$ cat config.mk
export PLATFORM = sky130hd
export DESIGN_NAME = ble_rx_sequencer_flat
export DESIGN_NICKNAME = d
export VERILOG_FILES = /design/src/rtl/ble_rx_sequencer_pkg.sv /design/src/rtl/ble_rx_sequencer_if.sv /design/src/rtl/ble_rx_sequencer_aa_correlator.sv /design/src/rtl/ble_rx_sequencer.sv /design/src/flat_wrapper.sv
export SDC_FILE = /design/constraint.sdc
export NUM_CORES = 1
export LEC_CHECK = 0
export CAP_MARGIN = 20
export CORE_UTILIZATION = 60
export DETAILED_ROUTE_END_ITERATION = 10
export PLACE_DENSITY = 0.8
export SLEW_MARGIN = 20
export SYNTH_ARGS = -nofsm -noshare
export SYNTH_HDL_FRONTEND = slang
export SYNTH_SLANG_ARGS = --single-unit
$ cat constraint.sdc
create_clock -name clk -period 7.4 [get_ports clk]
set_input_delay 2.22 -clock clk [delete_from_list [all_inputs] [get_ports clk]]
set_output_delay 2.22 -clock clk [all_outputs]
set_load 0.01 [all_outputs]
$ cat src/rtl/ble_rx_sequencer_pkg.sv
// Shared types and constants for the BLE receive packet sequencer.
package ble_rx_pkg;

   typedef enum logic [2:0] {
      ST_IDLE      = 3'd0,
      ST_SEARCH    = 3'd1,
      ST_AA_SEARCH = 3'd2,
      ST_HEADER    = 3'd3,
      ST_PAYLOAD   = 3'd4
   } rx_state_e;

   localparam logic [31:0] BLE_ADV_ACCESS_ADDR = 32'h8E89_BED6;
   localparam int          CRC_BYTES           = 3;
   localparam int          HEADER_BITS         = 16;
   localparam int          LEN_BIT_LSB         = 8;
   // (37 + 3) * 8 = 320 framed payload bits is the largest count to hold
   localparam int          REM_BITS_W          = 9;
   localparam int          SYM_CNT_W           = 8;

   function automatic int popcount32(input logic [31:0] v);
      int cnt;
      cnt = 0;
      for (int i = 0; i < 32; i++) begin
         cnt += int'(v[i]);
      end
      return cnt;
   endfunction

endpackage

$ cat src/rtl/ble_rx_sequencer_if.sv
// Receive-side signal bundle between the demod/clock-recovery front end and the sequencer.
interface ble_rx_sequencer_if;

   logic       rx_enable;
   logic       preamble_detected;
   logic       symbol_clk;
   logic       demod_bit;
   logic       cr_preamble_detected;
   logic       bit_out;
   logic       bit_valid;
   logic       aa_match;
   logic       packet_done;
   logic       packet_abort;
   logic [7:0] pdu_length;
   logic       packet_active;
   logic [2:0] state_o;

   modport master (
      output rx_enable,
      output preamble_detected,
      output symbol_clk,
      output demod_bit,
      input  cr_preamble_detected,
      input  bit_out,
      input  bit_valid,
      input  aa_match,
      input  packet_done,
      input  packet_abort,
      input  pdu_length,
      input  packet_active,
      input  state_o
   );

   modport slave (
      input  rx_enable,
      input  preamble_detected,
      input  symbol_clk,
      input  demod_bit,
      output cr_preamble_detected,
      output bit_out,
      output bit_valid,
      output aa_match,
      output packet_done,
      output packet_abort,
      output pdu_length,
      output packet_active,
      output state_o
   );

endinterface

$ cat src/rtl/ble_rx_sequencer_aa_correlator.sv
// Access-address correlator: LSB-first shift register with a Hamming-distance threshold.
module aa_correlator
   import ble_rx_pkg::*;
#(
   parameter logic [31:0] ACCESS_ADDR = BLE_ADV_ACCESS_ADDR,
   parameter int          AA_MAX_ERR  = 1
) (
   input  logic clk,
   input  logic reset,
   input  logic en,
   input  logic clear,
   input  logic shift,
   input  logic shift_bit,
   output logic match
);

   logic [31:0] aa_sr;
   logic [31:0] aa_sr_next;

   always_comb begin
      aa_sr_next = {shift_bit, aa_sr[31:1]};
   end

   always_ff @(posedge clk) begin
      if (reset) begin
         aa_sr <= '0;
      end else if (en) begin
         if (clear) begin
            aa_sr <= '0;
         end else if (shift) begin
            aa_sr <= aa_sr_next;
         end
      end
   end

   // Scored on the post-shift value so the sequencer can accept on the same symbol event.
   assign match = (popcount32(aa_sr_next ^ ACCESS_ADDR) <= AA_MAX_ERR);

endmodule

$ cat src/rtl/ble_rx_sequencer.sv
// BLE receive packet sequencer: preamble gating, access-address search and header/payload framing.
module ble_rx_sequencer
   import ble_rx_pkg::*;
#(
   parameter logic [31:0] ACCESS_ADDR      = BLE_ADV_ACCESS_ADDR,
   parameter int          AA_MAX_ERR       = 1,
   parameter int          SYNC_TIMEOUT_SYM = 40,
   parameter int          MAX_PDU_BYTES    = 37,
   parameter int          CRC_BYTES        = ble_rx_pkg::CRC_BYTES
) (
   input logic               clk,
   input logic               reset,
   input logic               en,
   ble_rx_sequencer_if.slave rx
);

   rx_state_e              state;
   logic [SYM_CNT_W-1:0]   sym_cnt;
   logic [SYM_CNT_W-1:0]   sym_cnt_inc;
   logic [3:0]             bit_cnt;
   logic [7:0]             len_sr;
   logic [7:0]             len_next;
   logic [REM_BITS_W-1:0]  rem_bits;
   logic [REM_BITS_W-1:0]  rem_load;

   logic                   corr_clear;
   logic                   corr_shift;
   logic                   corr_match;
   logic                   aa_ready;
   logic                   timeout_hit;
   logic                   len_too_long;
   logic                   in_frame;

   logic                   cr_pulse_q;
   logic                   bit_out_q;
   logic                   bit_valid_q;
   logic                   aa_match_q;
   logic                   done_q;
   logic                   abort_q;
   logic [7:0]             pdu_len_q;
   logic                   active_q;

   // NOTE: every signal assigned in always_comb gets a value on every path, so no latch is inferred.
   always_comb begin
      corr_clear   = (state == ST_SEARCH) && rx.rx_enable && rx.preamble_detected;
      corr_shift   = (state == ST_AA_SEARCH) && rx.rx_enable && rx.symbol_clk;
      sym_cnt_inc  = (sym_cnt == '1) ? sym_cnt : sym_cnt + SYM_CNT_W'(1);
      aa_ready     = (sym_cnt_inc >= SYM_CNT_W'(32));
      timeout_hit  = (sym_cnt_inc == SYM_CNT_W'(SYNC_TIMEOUT_SYM));
      len_next     = {rx.demod_bit, len_sr[7:1]};
      len_too_long = (int'(len_next) > MAX_PDU_BYTES);
      rem_load     = REM_BITS_W'((int'(len_next) + CRC_BYTES) * 8);
      in_frame     = (state == ST_AA_SEARCH) || (state == ST_HEADER) || (state == ST_PAYLOAD);
   end

   aa_correlator #(
      .ACCESS_ADDR (ACCESS_ADDR),
      .AA_MAX_ERR  (AA_MAX_ERR)
   ) u_aa_correlator (
      .clk       (clk),
      .reset     (reset),
      .en        (en),
      .clear     (corr_clear),
      .shift     (corr_shift),
      .shift_bit (rx.demod_bit),
      .match     (corr_match)
   );

   // NOTE: sequential state uses non-blocking assignments so every branch sees pre-edge values.
   always_ff @(posedge clk) begin
      if (reset) begin
         state       <= ST_IDLE;
         sym_cnt     <= '0;
         bit_cnt     <= '0;
         len_sr      <= '0;
         rem_bits    <= '0;
         cr_pulse_q  <= 1'b0;
         bit_out_q   <= 1'b0;
         bit_valid_q <= 1'b0;
         aa_match_q  <= 1'b0;
         done_q      <= 1'b0;
         abort_q     <= 1'b0;
         pdu_len_q   <= '0;
         active_q    <= 1'b0;
      end else if (en) begin
         cr_pulse_q  <= 1'b0;
         bit_valid_q <= 1'b0;
         aa_match_q  <= 1'b0;
         done_q      <= 1'b0;
         abort_q     <= 1'b0;

         // Losing rx_enable outranks every in-flight event, including the final CRC bit.
         if ((state != ST_IDLE) && !rx.rx_enable) begin
            state    <= ST_IDLE;
            active_q <= 1'b0;
            abort_q  <= in_frame;
         end else begin
            case (state)
               ST_IDLE: begin
                  if (rx.rx_enable) state <= ST_SEARCH;
               end

               ST_SEARCH: begin
                  if (rx.preamble_detected) begin
                     cr_pulse_q <= 1'b1;
                     sym_cnt    <= '0;
                     state      <= ST_AA_SEARCH;
                  end
               end

               ST_AA_SEARCH: begin
                  if (rx.symbol_clk) begin
                     sym_cnt <= sym_cnt_inc;
                     if (aa_ready && corr_match) begin
                        aa_match_q <= 1'b1;
                        bit_cnt    <= '0;
                        len_sr     <= '0;
                        active_q   <= 1'b1;
                        state      <= ST_HEADER;
                     end else if (timeout_hit) begin
                        abort_q <= 1'b1;
                        state   <= ST_SEARCH;
                     end
                  end
               end

               ST_HEADER: begin
                  if (rx.symbol_clk) begin
                     bit_out_q   <= rx.demod_bit;
                     bit_valid_q <= 1'b1;
                     bit_cnt     <= bit_cnt + 4'd1;
                     if (bit_cnt >= 4'(LEN_BIT_LSB)) len_sr <= len_next;
                     if (bit_cnt == 4'(HEADER_BITS - 1)) begin
                        pdu_len_q <= len_next;
                        if (len_too_long) begin
                           abort_q  <= 1'b1;
                           active_q <= 1'b0;
                           state    <= ST_SEARCH;
                        end else begin
                           rem_bits <= rem_load;
                           state    <= ST_PAYLOAD;
                        end
                     end
                  end
               end

               ST_PAYLOAD: begin
                  if (rx.symbol_clk) begin
                     bit_out_q   <= rx.demod_bit;
                     bit_valid_q <= 1'b1;
                     rem_bits    <= rem_bits - REM_BITS_W'(1);
                     if (rem_bits == REM_BITS_W'(1)) begin
                        done_q   <= 1'b1;
                        active_q <= 1'b0;
                        state    <= rx.rx_enable ? ST_SEARCH : ST_IDLE;
                     end
                  end
               end

               default: begin
                  active_q <= 1'b0;
                  state    <= ST_IDLE;
               end
            endcase
         end
      end
   end

   assign rx.cr_preamble_detected = cr_pulse_q;
   assign rx.bit_out              = bit_out_q;
   assign rx.bit_valid            = bit_valid_q;
   assign rx.aa_match             = aa_match_q;
   assign rx.packet_done          = done_q;
   assign rx.packet_abort         = abort_q;
   assign rx.pdu_length           = pdu_len_q;
   assign rx.packet_active        = active_q;
   assign rx.state_o              = state;

endmodule

$ cat src/flat_wrapper.sv
// flat-port wrapper written by rule: the top's interface ports become plain ports
module ble_rx_sequencer_flat import ble_rx_pkg::*;
#(
   parameter logic [31:0] ACCESS_ADDR      = BLE_ADV_ACCESS_ADDR,
   parameter int          AA_MAX_ERR       = 1,
   parameter int          SYNC_TIMEOUT_SYM = 40,
   parameter int          MAX_PDU_BYTES    = 37,
   parameter int          CRC_BYTES        = ble_rx_pkg::CRC_BYTES
)
  (clk, reset, en, rx_rx_enable, rx_preamble_detected, rx_symbol_clk, rx_demod_bit, rx_cr_preamble_detected, rx_bit_out, rx_bit_valid, rx_aa_match, rx_packet_done, rx_packet_abort, rx_pdu_length, rx_packet_active, rx_state_o);
  ble_rx_sequencer_if rx_i ();
  input logic clk;
  input logic reset;
  input logic en;
  input wire logic [$bits(rx_i.rx_enable)-1:0] rx_rx_enable;
  input wire logic [$bits(rx_i.preamble_detected)-1:0] rx_preamble_detected;
  input wire logic [$bits(rx_i.symbol_clk)-1:0] rx_symbol_clk;
  input wire logic [$bits(rx_i.demod_bit)-1:0] rx_demod_bit;
  output wire logic [$bits(rx_i.cr_preamble_detected)-1:0] rx_cr_preamble_detected;
  output wire logic [$bits(rx_i.bit_out)-1:0] rx_bit_out;
  output wire logic [$bits(rx_i.bit_valid)-1:0] rx_bit_valid;
  output wire logic [$bits(rx_i.aa_match)-1:0] rx_aa_match;
  output wire logic [$bits(rx_i.packet_done)-1:0] rx_packet_done;
  output wire logic [$bits(rx_i.packet_abort)-1:0] rx_packet_abort;
  output wire logic [$bits(rx_i.pdu_length)-1:0] rx_pdu_length;
  output wire logic [$bits(rx_i.packet_active)-1:0] rx_packet_active;
  output wire logic [$bits(rx_i.state_o)-1:0] rx_state_o;
  assign rx_i.rx_enable = rx_rx_enable;
  assign rx_i.preamble_detected = rx_preamble_detected;
  assign rx_i.symbol_clk = rx_symbol_clk;
  assign rx_i.demod_bit = rx_demod_bit;
  assign rx_cr_preamble_detected = rx_i.cr_preamble_detected;
  assign rx_bit_out = rx_i.bit_out;
  assign rx_bit_valid = rx_i.bit_valid;
  assign rx_aa_match = rx_i.aa_match;
  assign rx_packet_done = rx_i.packet_done;
  assign rx_packet_abort = rx_i.packet_abort;
  assign rx_pdu_length = rx_i.pdu_length;
  assign rx_packet_active = rx_i.packet_active;
  assign rx_state_o = rx_i.state_o;
  ble_rx_sequencer #(.ACCESS_ADDR(ACCESS_ADDR), .AA_MAX_ERR(AA_MAX_ERR), .SYNC_TIMEOUT_SYM(SYNC_TIMEOUT_SYM), .MAX_PDU_BYTES(MAX_PDU_BYTES), .CRC_BYTES(CRC_BYTES)) u_core (.clk(clk), .reset(reset), .en(en), .rx(rx_i));
endmodule
==> metrics.txt <==
# diodes=0; clock skew=approximately 0.0089 ns; row count=31; Max Freq=153 MHz; DP HPWL=6950 µm; Nets=601; worst path arrival time=between 6 and 7 ns; number of synthesized flops with an enable pin=0; fill count=648; most numerous cell in the Yosys netlist=dfxtp_1; DIE AREA=0.00790 mm²; cell count after synthesis=552; CTS clk-pin slew, worst paths=0.09 ns; drt initial violations=roughly 190; Max stage delay on crit path=0.57 ns; HP Class=register to register; Clock Path Buffers=2; die width=88.9 µm; CP cell instances=clkdlybuf4s50_1 > inv_1 > fa_1 > inv_1 > fa_1 > fa_1 > fa_1 > inv_1 > ha_1 > inv_1 > fa_1 > nand2_1 > a211oi_4 > mux2i_1 > o21ai_0 > a21oi_1; Synth top cells by count=77 x dfxtp_1, 66 x a21oi_1, 57 x nand2_1, 54 x inv_1, 47 x nor2_1; routability cong.=roughly 0.90; # H-tree levels=3; yosys warns=0; Final Hold Fails=0; pwr/cell area=about 160 mW/mm²; wire per inst=15.0 µm; vias in the first global route=between 3000 and 4000; Max rail drop VDD=0.111 mV; Max-Cap Viols=0; leakage power=1.78 nW; CTS tree=done; headroom to the max-slew limit=0.478; Layout area overhead=9.64%; Core ar.=0.00729 mm²; critical path required time=7.61 ns; Routed WL=~9900 µm; outcome=completed; global route total overflow=0; Synth cell types=58; initial core utilization=0.621; CP dominant cell by count=fa_1; post-synthesis register bit count=77; total number of vias=3823; # Post-CTS Setup Buffers=0; post-layout min period=6.54 ns; CP max FO=9; largest cells by area after synthesis=dfxtp_1 34%, fa_1 11%, a21oi_1 7.3%; element type at the critical path end=register; Syn Area/Cell=8.21 µm²; dpl ws=between 0.5 and 0.6 ns; layout cells sized above 1=0.0624; hold bufs inserted after CTS=0; crit share post-route=0.884; boundary pin count=25; port bufs=24; Die Span Y=88.9 µm; Final Worst Setup Slack=about 0.86 ns; Setup-failing EPs final=0; RSZ-0062 raised after global routing=false; Post-Syn Nets=between 500 and 600; Tot GR Track Use=0.271; critical path's slowest cell=clkdlybuf4s50_1; initial antenna violation count=0; Syn Std Cell Area=0.00453 mm²; Final Max Slew Viols=0; drt via density=5.79; sequential fraction of the synthesis area=0.340; largest area contributor in the netlist=dfxtp_1; Setup Crit Path Kind=primary input to register; Main synth FF type=dfxtp_1; slew of the pin with the lowest slew margin=around 0.78 ns; Detailed Routing Iterations Pass 1=5; Sink Count=77; CTS root buf=clkbuf_8; kind of start point of the critical path=primary input; Fin Setup TNS=0 ns; Hold WS=0.469 ns; CTS resizes=0; Placed Cells=644; asr flop ratio synth=0; area fraction of the dominant cell type after synthesis=0.340; first-pass GRT wire length=around 16000 µm; non-filler cells in the finished layout=660; drc violations=0; Clk Latency, worst-skew pair=0.37 ns; CTS Buf Count=9; largest net degree at the start of global routing=76; antenna viol nets, final=0
final cells by class:
class                      count  area (µm²)  area share
clock buffer                   9         124      0.0249
clock inverter                 7        80.1      0.0161
tap                           99         124      0.0249
multi-input combinational    387        2640       0.531
sequential                    77        1540       0.310
inverter                      54         203      0.0408
timing repair buffer          27         258      0.0519
per-layer routing:
layer	wire [µm]	up-vias	global-route usage
met3	399	18	0.0438
met1	4370	1818	0.345
met2	4950	106	0.459
met5	0	-	0
met4	180	0	0.114
li1	-	1881	-
power by group:
part / switching, mW / internal [mW] / leakage (nW)
registers: 0.00459 / 0.415 / 0.620
logic: 0.0224 / 0.0123 / 1.06
clock network: 0.176 / 0.161 / 0.103
worst max-delay path: cells and delay by family:
| kind | cells | cell delay [ns] |
|---|---|---|
| AND/OR/NAND/NOR | 1 | 0.08 |
| buffers and inverters | 5 | 0.85 |
| multiplexers | 1 | 0.28 |
| AO/OA/AOI/OAI | 3 | 0.80 |
| adder cells (fa/ha/maj) | 6 | 2.51 |
kinds of logic after synthesis:
family,after synthesis,synth area share
compound gates,124,0.169
mux,15,0.0331
xor+xnor,8,0.0155
buf+inv,88,0.0782
fa+ha+maj,38,0.145
simple gates,202,0.220
flops,77,0.340
sequential cells by signal, summed over array words and instances, names as in the netlist:
name / count
u_core.rx.bit_out: 1
u_core.rx.aa_match: 1
u_core.rx.packet_active: 1
u_core.rx.bit_valid: 1
u_core.rx.packet_abort: 1
u_core.bit_cnt: 4
u_core.rx.packet_done: 1
u_core.sym_cnt: 8
u_core.rem_bits: 9
u_core.rx.cr_preamble_detected: 1
u_core.len_sr: 7
u_core.rx.state_o: 3
u_core.rx.pdu_length: 8
u_core.u_aa_correlator.aa_sr: 31
metrics by stage:
step                      total power, mW  area [µm²]   util
after floorplan                     0.452        4530      -
after global placement              0.462        4760  0.653
after detailed placement            0.463        4760  0.653
after CTS                           0.798        4970  0.681
after global routing                0.817        4970  0.681
final                               0.791        4970  0.681
worst paths after layout:
check / from / end / slack [ns] / cells past startpoint
worst max-delay path: rx_demod_bit / u_core.len_sr[2] / 0.86 / 16
worst min-delay path: u_core.rx.packet_done / u_core.rx.packet_done / 0.47 / 2
worst max register to register: u_core.u_aa_correlator.aa_sr[3] / u_core.len_sr[2] / 1.67 / 19
worst min register to register: u_core.rx.packet_done / u_core.rx.packet_done / 0.47 / 2
cells in the final DEF (no fill, tap or decap), types with 6 or more instances in the layout:
| cell type | instances |
|---|---|
| inv_1 | 54 |
| ha_1 | 14 |
| clkbuf_8 | 9 |
| clkdlybuf4s50_1 | 23 |
| dfxtp_1 | 77 |
| nand2b_1 | 6 |
| nor3_1 | 13 |
| mux2i_1 | 15 |
| nand2_1 | 57 |
| o21ai_0 | 24 |
| fa_1 | 24 |
| a21oi_1 | 66 |
| nand3_1 | 41 |
| nor2_1 | 46 |
(Power assumes the default switching activity.)
